### config.mk
export PLATFORM = sky130hd
export DESIGN_NAME = score_hex_ctrl
export DESIGN_NICKNAME = d
export VERILOG_FILES = /design/src/rtl/wam_pkg.sv /design/src/rtl/seg7_encode.sv /design/src/rtl/score_hex_ctrl.sv
export SDC_FILE = /design/constraint.sdc
export NUM_CORES = 1
export LEC_CHECK = 0
export CAP_MARGIN = 0
export CORE_MARGIN = 5
export CORE_UTILIZATION = 42
export DETAILED_ROUTE_END_ITERATION = 10
export HOLD_SLACK_MARGIN = 0.02
export MAX_ROUTING_LAYER = met4
export PLACE_DENSITY = 0.61
export SKIP_CTS_REPAIR_TIMING = 1
export SYNTH_ARGS = -nofsm -noshare
export SYNTH_HDL_FRONTEND = slang
export SYNTH_SLANG_ARGS = --single-unit
export TNS_END_PERCENT = 20
### constraint.sdc
create_clock -name clk -period 2.8 [get_ports clk]
set_input_delay 0.56 -clock clk [delete_from_list [all_inputs] [get_ports clk]]
set_output_delay 0.56 -clock clk [all_outputs]
set_load 0.1 [all_outputs]
### src/rtl/wam_pkg.sv
// Shared definitions for the score display path.
//   - SEG_0..SEG_9, SEG_BLANK: 7-bit segment patterns, bit0 = a ... bit6 = g,
//     1 = segment lit.
//   - state_e: controller FSM states.
//   - ndig_required(): decimal digits needed to show 2^bin_w - 1; the top
//     uses it to reject a BIN_W/NDIG pairing that cannot show every value.
package wam_pkg;

    localparam logic [6:0] SEG_0     = 7'b0111111;
    localparam logic [6:0] SEG_1     = 7'b0000110;
    localparam logic [6:0] SEG_2     = 7'b1011011;
    localparam logic [6:0] SEG_3     = 7'b1001111;
    localparam logic [6:0] SEG_4     = 7'b1100110;
    localparam logic [6:0] SEG_5     = 7'b1101101;
    localparam logic [6:0] SEG_6     = 7'b1111101;
    localparam logic [6:0] SEG_7     = 7'b0000111;
    localparam logic [6:0] SEG_8     = 7'b1111111;
    localparam logic [6:0] SEG_9     = 7'b1101111;
    localparam logic [6:0] SEG_BLANK = 7'b0000000;

    typedef enum logic {
        IDLE  = 1'b0,
        SHIFT = 1'b1
    } state_e;

    function automatic int ndig_required(input int bin_w);
        longint unsigned v;
        int              n;
        v = (longint'(1) << bin_w) - 1;
        n = 1;
        while (v >= 10) begin
            v = v / 10;
            n = n + 1;
        end
        return n;
    endfunction

endpackage

### src/rtl/seg7_encode.sv
// Combinational BCD digit to seven-segment encoder.
//   digit_i [3:0] : BCD digit; codes 10..15 light nothing
//   blank_i       : 1 forces all segments off
//   seg_o   [6:0] : segments, bit0 = a ... bit6 = g, 1 = lit
module seg7_encode
    import wam_pkg::*;
(
    input  logic [3:0] digit_i,
    input  logic       blank_i,
    output logic [6:0] seg_o
);

    always_comb begin
        seg_o = SEG_BLANK;
        if (!blank_i) begin
            case (digit_i)
                4'd0:    seg_o = SEG_0;
                4'd1:    seg_o = SEG_1;
                4'd2:    seg_o = SEG_2;
                4'd3:    seg_o = SEG_3;
                4'd4:    seg_o = SEG_4;
                4'd5:    seg_o = SEG_5;
                4'd6:    seg_o = SEG_6;
                4'd7:    seg_o = SEG_7;
                4'd8:    seg_o = SEG_8;
                4'd9:    seg_o = SEG_9;
                default: seg_o = SEG_BLANK;
            endcase
        end
    end

endmodule

### src/rtl/score_hex_ctrl.sv
// Score readout controller: binary value -> NDIG BCD digits (double-dabble,
// one shift per cycle) -> seven-segment outputs with optional leading-zero
// blanking and a global enable.
//   clk, reset         : clock, synchronous active-high reset
//   load, value        : start a conversion of value (accepted only in IDLE)
//   blank_lz           : leading-zero blanking, captured with value
//   en                 : 0 forces hex to all-off, combinationally
//   busy               : conversion in progress
//   done               : one-cycle pulse, new result now on hex
//   hex [7*NDIG-1:0]   : digit i segments at [7i+6:7i]
module score_hex_ctrl
    import wam_pkg::*;
#(
    parameter int BIN_W = 10,
    parameter int NDIG  = 4
) (
    input  logic              clk,
    input  logic              reset,
    input  logic              load,
    input  logic [BIN_W-1:0]  value,
    input  logic              blank_lz,
    input  logic              en,
    output logic              busy,
    output logic              done,
    output logic [7*NDIG-1:0] hex
);

    localparam int CW = $clog2(BIN_W + 1);
    localparam int BW = 4 * NDIG;

    if (NDIG < ndig_required(BIN_W)) begin : g_ndig_too_small
        $error("score_hex_ctrl: NDIG too small to display 2^BIN_W-1");
    end

    state_e           state_q, state_d;
    logic [CW-1:0]    cnt_q, cnt_d;
    logic [BIN_W-1:0] bin_q, bin_d;
    logic [BW-1:0]    bcd_q, bcd_d;
    logic             lz_q, lz_d;
    logic [BW-1:0]    disp_q, disp_d;
    logic             disp_lz_q, disp_lz_d;
    logic             disp_on_q, disp_on_d;   // 0 until the first result lands
    logic             done_q, done_d;

    logic [BW-1:0]    bcd_adj;
    logic [BW-1:0]    bcd_shift;
    logic             last_shift;

    // Add-3 correction, each nibble on its own: a 4-bit add of a value <= 9
    // plus 3 never overflows, so no carry can leave the nibble.
    for (genvar gi = 0; gi < NDIG; gi++) begin : g_adj
        assign bcd_adj[4*gi +: 4] = (bcd_q[4*gi +: 4] >= 4'd5)
                                    ? bcd_q[4*gi +: 4] + 4'd3
                                    : bcd_q[4*gi +: 4];
    end

    // Upper half of {bcd, bin} << 1: the binary MSB enters the BCD LSB.
    assign bcd_shift  = (bcd_adj << 1) | BW'(bin_q[BIN_W-1]);
    assign last_shift = (cnt_q == CW'(BIN_W - 1));

    always_comb begin
        state_d   = state_q;
        cnt_d     = cnt_q;
        bin_d     = bin_q;
        bcd_d     = bcd_q;
        lz_d      = lz_q;
        disp_d    = disp_q;
        disp_lz_d = disp_lz_q;
        disp_on_d = disp_on_q;
        done_d    = 1'b0;
        case (state_q)
            IDLE: begin
                if (load) begin
                    bin_d   = value;
                    bcd_d   = '0;
                    lz_d    = blank_lz;
                    cnt_d   = '0;
                    state_d = SHIFT;
                end
            end
            SHIFT: begin
                bcd_d = bcd_shift;
                bin_d = bin_q << 1;
                cnt_d = cnt_q + CW'(1);
                if (last_shift) begin
                    state_d   = IDLE;
                    disp_d    = bcd_shift;
                    disp_lz_d = lz_q;
                    disp_on_d = 1'b1;
                    done_d    = 1'b1;
                end
            end
            default: state_d = IDLE;
        endcase
    end

    always_ff @(posedge clk) begin
        if (reset) begin
            state_q   <= IDLE;
            cnt_q     <= '0;
            bin_q     <= '0;
            bcd_q     <= '0;
            lz_q      <= 1'b0;
            disp_q    <= '0;
            disp_lz_q <= 1'b0;
            disp_on_q <= 1'b0;
            done_q    <= 1'b0;
        end else begin
            state_q   <= state_d;
            cnt_q     <= cnt_d;
            bin_q     <= bin_d;
            bcd_q     <= bcd_d;
            lz_q      <= lz_d;
            disp_q    <= disp_d;
            disp_lz_q <= disp_lz_d;
            disp_on_q <= disp_on_d;
            done_q    <= done_d;
        end
    end

    assign busy = (state_q == SHIFT);
    assign done = done_q;

    // hi_zero[i]: digit i and every digit above it are zero.
    // hi_zero[NDIG] stands for "nothing above the top digit".
    logic [NDIG:1]     hi_zero;
    logic [NDIG-1:0]   dig_blank;
    logic [7*NDIG-1:0] seg_all;

    assign hi_zero[NDIG] = 1'b1;

    for (genvar gi = 0; gi < NDIG; gi++) begin : g_digit
        if (gi == 0) begin : g_lsd
            // The units digit always shows once a result exists, so 0 reads "0".
            assign dig_blank[gi] = !disp_on_q;
        end else begin : g_upper
            assign hi_zero[gi]   = (disp_q[4*gi +: 4] == 4'd0) && hi_zero[gi+1];
            assign dig_blank[gi] = !disp_on_q || (disp_lz_q && hi_zero[gi]);
        end

        seg7_encode u_enc (
            .digit_i (disp_q[4*gi +: 4]),
            .blank_i (dig_blank[gi]),
            .seg_o   (seg_all[7*gi +: 7])
        );
    end

    assign hex = en ? seg_all : '0;

endmodule

### Yosys cells after proc, flatten, opt, wreduce, memory -nomap -nowiden

Memory sizes are Yosys's and may differ from the RTL's. A register that Yosys moved wholly into a read port is not among the register bits.
Index checks and enable logic that the tools add are counted.

| word-level totals | value |
|---|---|
| input bits | 15 |
| output and inout bits | 30 |
| memories kept | 4 |
| flip-flop bits (word level) | 51 |
| bits in latches | 0 |
| RAM bits | 0 |
| memory bits (read-only) | 448 |

Memory list:

| memory | words | width | rd ports | clocked after memory_dff | write ports | RTL line | text |
|---|---|---|---|---|---|---|---|
| (no name shown) | 16 | 7 | 1 | 1 | 0 | seg7_encode.sv:16 | `case (digit_i)` |
| (no name shown) | 16 | 7 | 1 | 1 | 0 | seg7_encode.sv:16 |  |
| (no name shown) | 16 | 7 | 1 | 1 | 0 | seg7_encode.sv:16 |  |
| (no name shown) | 16 | 7 | 1 | 1 | 0 | seg7_encode.sv:16 |  |

| operators by class | value |
|---|---|
| multiplexer cells | 27 |
| div/mod/pow operators | 0 |
| eq/ne operators | 2 |
| add/sub/neg operators | 5 |
| bitwise gates (word level) | 2 |
| order comparisons | 4 |
| $mul | 0 |
| reductions and logical operators | 15 |
| shift operators | 0 |

Operator list:

| cell | count |
|---|---|
| 2-to-1 mux 4 bit | 12 |
| case mux 16 bit (2 select lines) | 1 |
| 2-to-1 mux 28 bit | 1 |
| 2-to-1 mux 7 bit | 4 |
| case mux 10 bit (2 select lines) | 1 |
| greater-or-equal comparator 4 x 3 -> 1 bit (second input constant) | 4 |
| 2-to-1 mux 16 bit | 1 |
| OR 16 x 1 -> 16 bit | 1 |
| adder 4 x 2 -> 4 bit (second input constant) | 3 |
| logical NOT 4 bit | 3 |
| 2-to-1 mux 10 bit | 1 |
| case mux 4 bit (2 select lines) | 1 |
| logical AND 1 bit | 5 |
| adder 4 x 1 -> 4 bit (second input constant) | 1 |
| equality test 4 bit (second input constant) | 1 |
| AND reduction 2 bit | 2 |
| adder 3 x 2 -> 3 bit (second input constant) | 1 |
| logical OR 1 bit | 3 |
| 2-to-1 mux 1 bit | 3 |
| 2-to-1 mux 3 bit | 1 |
| inequality test 2 bit (second input constant) | 1 |
| case mux 1 bit (2 select lines) | 1 |
| OR reduction 2 bit | 1 |
| logical NOT 1 bit | 1 |
| inverter 1 bit | 1 |

### Logic depth before layout (Yosys ltp)

| depth | value |
|---|---|
| word-level depth | 7 |
| gate-level depth with buffers | 12 |
| gate-level depth less buffers | 11 |

### Hierarchy

A second synthesis with hierarchy kept.

| unflattened totals | value |
|---|---|
| cells, all modules | 414 |
| area total of the unflattened synthesis | 3413.3 sq um |

Modules (own cells, without submodules):

| module | cells an instance | instances | area an instance (sq um) | sequential area each (sq um) |
|---|---|---|---|---|
| score_hex_ctrl | 290 | 1 | 2492.4 | 1021.0 |
| seg7_encode | 31 | 4 | 230.2 | 0.0 |

### Worst setup path before layout

No wires, ideal clock.

| timing path | value |
|---|---|
| path kind | register -> register |
| from | reg state_q, in the netlist busy |
| to | reg with a tool-made name |
| cell stages (with the launch flop) | 12 |
| slack | -252 ps |
| arrival time | 2925 ps |
| cells stage by stage | dfxtp_1 > buf_4 > and4b_4 > buf_4 > buf_4 > nand3_1 > a21oi_1 > inv_1 > ha_1 > o21ai_0 > o21ai_0 > or3_1 |

RTL lines:

| item | RTL line | text |
|---|---|---|
| from (decl) | score_hex_ctrl.sv:35 | `state_e state_q, state_d;` |
| from (signal assigned) | score_hex_ctrl.sv:109 | `state_q <= state_d;` |

==> results.md <==
- Outcome: completed
- Worst-path cell chain: ha_1, and4b_4, nand2_4, inv_2, a41o_1, inv_1, ha_1, a21oi_1, a21oi_1
- # clock sinks: 79
- Post-DP HPWL: 7.73 mm
- Total Wirelength: 10.5 mm
- Final Setup Violations: 0
- Comb power frac: 6.0%
- # IOs: 45
- Reg area: 1590 um2
- Share of layout cells above drive strength 1: 15.6%
- Ys async rst share: 0%
- CP peak stage delay: 460 ps
- Sequential share of power: 54.2%
- Synth Instances: 564
- Via density: 5.39
- PwrDens: 370 nW/um2
- Synth-to-Final Area Change: 24.0%
- Slew @ Worst Pin: 527 ps
- Worst hold path type: reg -> reg
- Final Critical Period: 2650 ps
- Final non-filler cell total: 754
- Worst path top cell family by delay: simple AND/OR/NAND/NOR gates
- Synth cell types: 66
- Clock power frac: 39.8%
- Max cap viols: 0
- DRC Markers: 0
- Commonest cells after routing, fill and taps aside: dfxtp_1 (76), nor2_1 (68), a21oi_1 (54)
- Clk_lat worst skew: 370 ps
- Area leader, netlist: dfxtp_1
- Synth Area in XOR/XNOR: 0.572%
- # fillers: 984
- TritonCTS Buffers: 9
- CTS tree: built
- PortBufs: 44
- Slew HR: 64.5%
- Overflow after GRT: 0
- Top cell type's share of synthesized area: 34.4%
- CP max FO: 23
- Gpl congestion: 0.907
- Clk_skew: 11.4 ps
- Sw Ratio: 23.3%
- Critical path type: reg -> reg
- Mux contribution to synthesized area: 2.61%
- Slew Limit Fails: 0
- Mapped Area: 4600 um2
- DRT antenna net count: 0
- Ys Warns: 0
- Post-synth EDFFs: 0
- RSZ-0062 raised after global routing: yes
- Crit. End Element: register
- Initial antenna violation count: 0
- P_sw: 0.493 mW
- Largest family of logic cells by synthesized area: simple AND/OR/NAND/NOR gates
- Post-synthesis sequential area ratio: 34.4%
- Synthesized area per cell: 8.15 um2
- Final Cycle Share: 94.5%
- FP Rows: 38
- Top_reg_cell synth: dfxtp_1
- Dpl cells: 738
- Largest net degree at the start of global routing: 39
- Adder-cell share of the synthesized area: 9.25%
- CTS clk-pin slew, worst paths: 80 ps
- Wire per inst: 14.0 um
- Die ar.: 13100 um2
- Clock buffer depth: 2
- Die W: 115 um
- Clock root buffer: clkbuf_8
- Worst endpoint data arrival time: 2890 ps
- Via count: 4065
- Leakage: 2.31 nW
- Power Total: 2.11 mW
- Antenna cells: 0
- Maximum clock rate: 0.378 GHz
- Pint: 1.62 mW
- Max H-tree Level: 3
- Peak supply drop: 0.249 mV
- Buf+Inv Stages, Crit Path: 2
- First-pass iteration count of the detailed router: 5
- Final-report hold violation count: 0
- Simple-gate area share of the yosys netlist: 26.8%
- Detailed router's first-iteration violation count: 151
- Compound-Gate Fraction of Synth Area: 20.8%
- Most common cell after layout, fill and taps aside: dfxtp_1
- CP required: 3040 ps
- Vias in the first global route: 3803
- First-pass GRT wire length: 18.0 mm
- TNS Setup: 0 ps
- Type of origin of the critical path: register
- Die span in y: 115 um
- Starting Density: 42.6%
- WHS: 484 ps
- Multi-input gate area: 2770 um2
- Core area: 10800 um2
- Synth Register Bits: 79
- Post-synth net total: 613
- GRT Util Overall: 17.4%
- Slowest CP cell: and4b_4
- Final Core Density: 52.8%
- Final nets: 658
- Synth top area cells: dfxtp_1 (34%), ha_1 (9.3%), a21oi_1 (5.9%), nor2_1 (5.6%), and2_1 (3.8%)
==> worst reg2reg max path, cell delays in order (launching register included) <==
cell and delay (ps):
dfxtp_1 420, ha_1 200, and4b_4 460, nand2_4 170, inv_2 210, a41o_1 360, inv_1 130, ha_1 310
a21oi_1 190, a21oi_1 70
==> logic make-up after synthesis <==
| logic type | Yosys count |
|---|---|
| fa+ha+maj | 34 |
| xor+xnor | 3 |
| buf+inv | 61 |
| simple gates | 231 |
| mux | 12 |
| compound gates | 144 |
| flops | 79 |
==> through the flow <==
stage	area, um2	setup WS [ps]
2_1_floorplan	4600	82.7
3_5_place_dp	5500	94.1
4_1_cts	5690	60.1
5_1_grt	5700	-8.74
6_report	5700	153
3_3_place_gp	5500	219
==> cell usage after synthesis, types with 4 or more instances <==
| cell | number |
|---|---|
| dfxtp_1 | 79 |
| nor2_1 | 68 |
| a21oi_1 | 54 |
| nand2_1 | 35 |
| ha_1 | 34 |
| and2_1 | 28 |
| inv_1 | 27 |
| o21ai_0 | 26 |
| nor3_1 | 17 |
| and3_1 | 16 |
| clkbuf_1 | 15 |
| mux2i_1 | 12 |
| nand3_1 | 12 |
| a21o_1 | 11 |
| nor3b_1 | 10 |
| nand2b_1 | 8 |
| or3_1 | 8 |
| buf_2 | 7 |
| a211oi_1 | 6 |
| nor2b_1 | 6 |
| a21boi_0 | 4 |
| buf_4 | 4 |
| o31ai_1 | 4 |
==> metal layers <==
metal	vias up	part of all wire (%)	track usage, %
met4	0	2.1	7.13
met5	-	0	-
met1	1899	46	21.0
met2	88	47	28.2
met3	16	4.8	3.65
li1	2062	-	-
==> path summary, 6_finish.rpt <==
kind | slack, ps | from | cells past startpoint | endpoint
max | 150 | cnt_q[0] | 9 | register
min | 480 | disp_q[9] | 2 | disp_q[9]
max reg2reg | 150 | cnt_q[0] | 9 | register
min reg2reg | 480 | disp_q[9] | 2 | disp_q[9]
==> power groups by stage <==
stage / logic [mW] / registers (mW) / clock network [mW]
after floorplan: 0.0742 / 1.18 / 0
after global placement: 0.124 / 1.17 / 0
after detailed placement: 0.126 / 1.17 / 0
after CTS: 0.126 / 1.14 / 0.867
after global routing: 0.138 / 1.15 / 0.925
final: 0.126 / 1.14 / 0.841
==> area by class of cell <==
type                    instances  share of cell area [%]
clock buffers                  12                    2.55
inverters                      30                    2.04
multi-input cells             424                    48.5
flip-flops and latches         79                    27.8
well taps                     140                    3.07
repair buffers                 65                    15.2
clock inverters                 4                   0.790
Note: power is estimated with default switching activity, not from simulation.
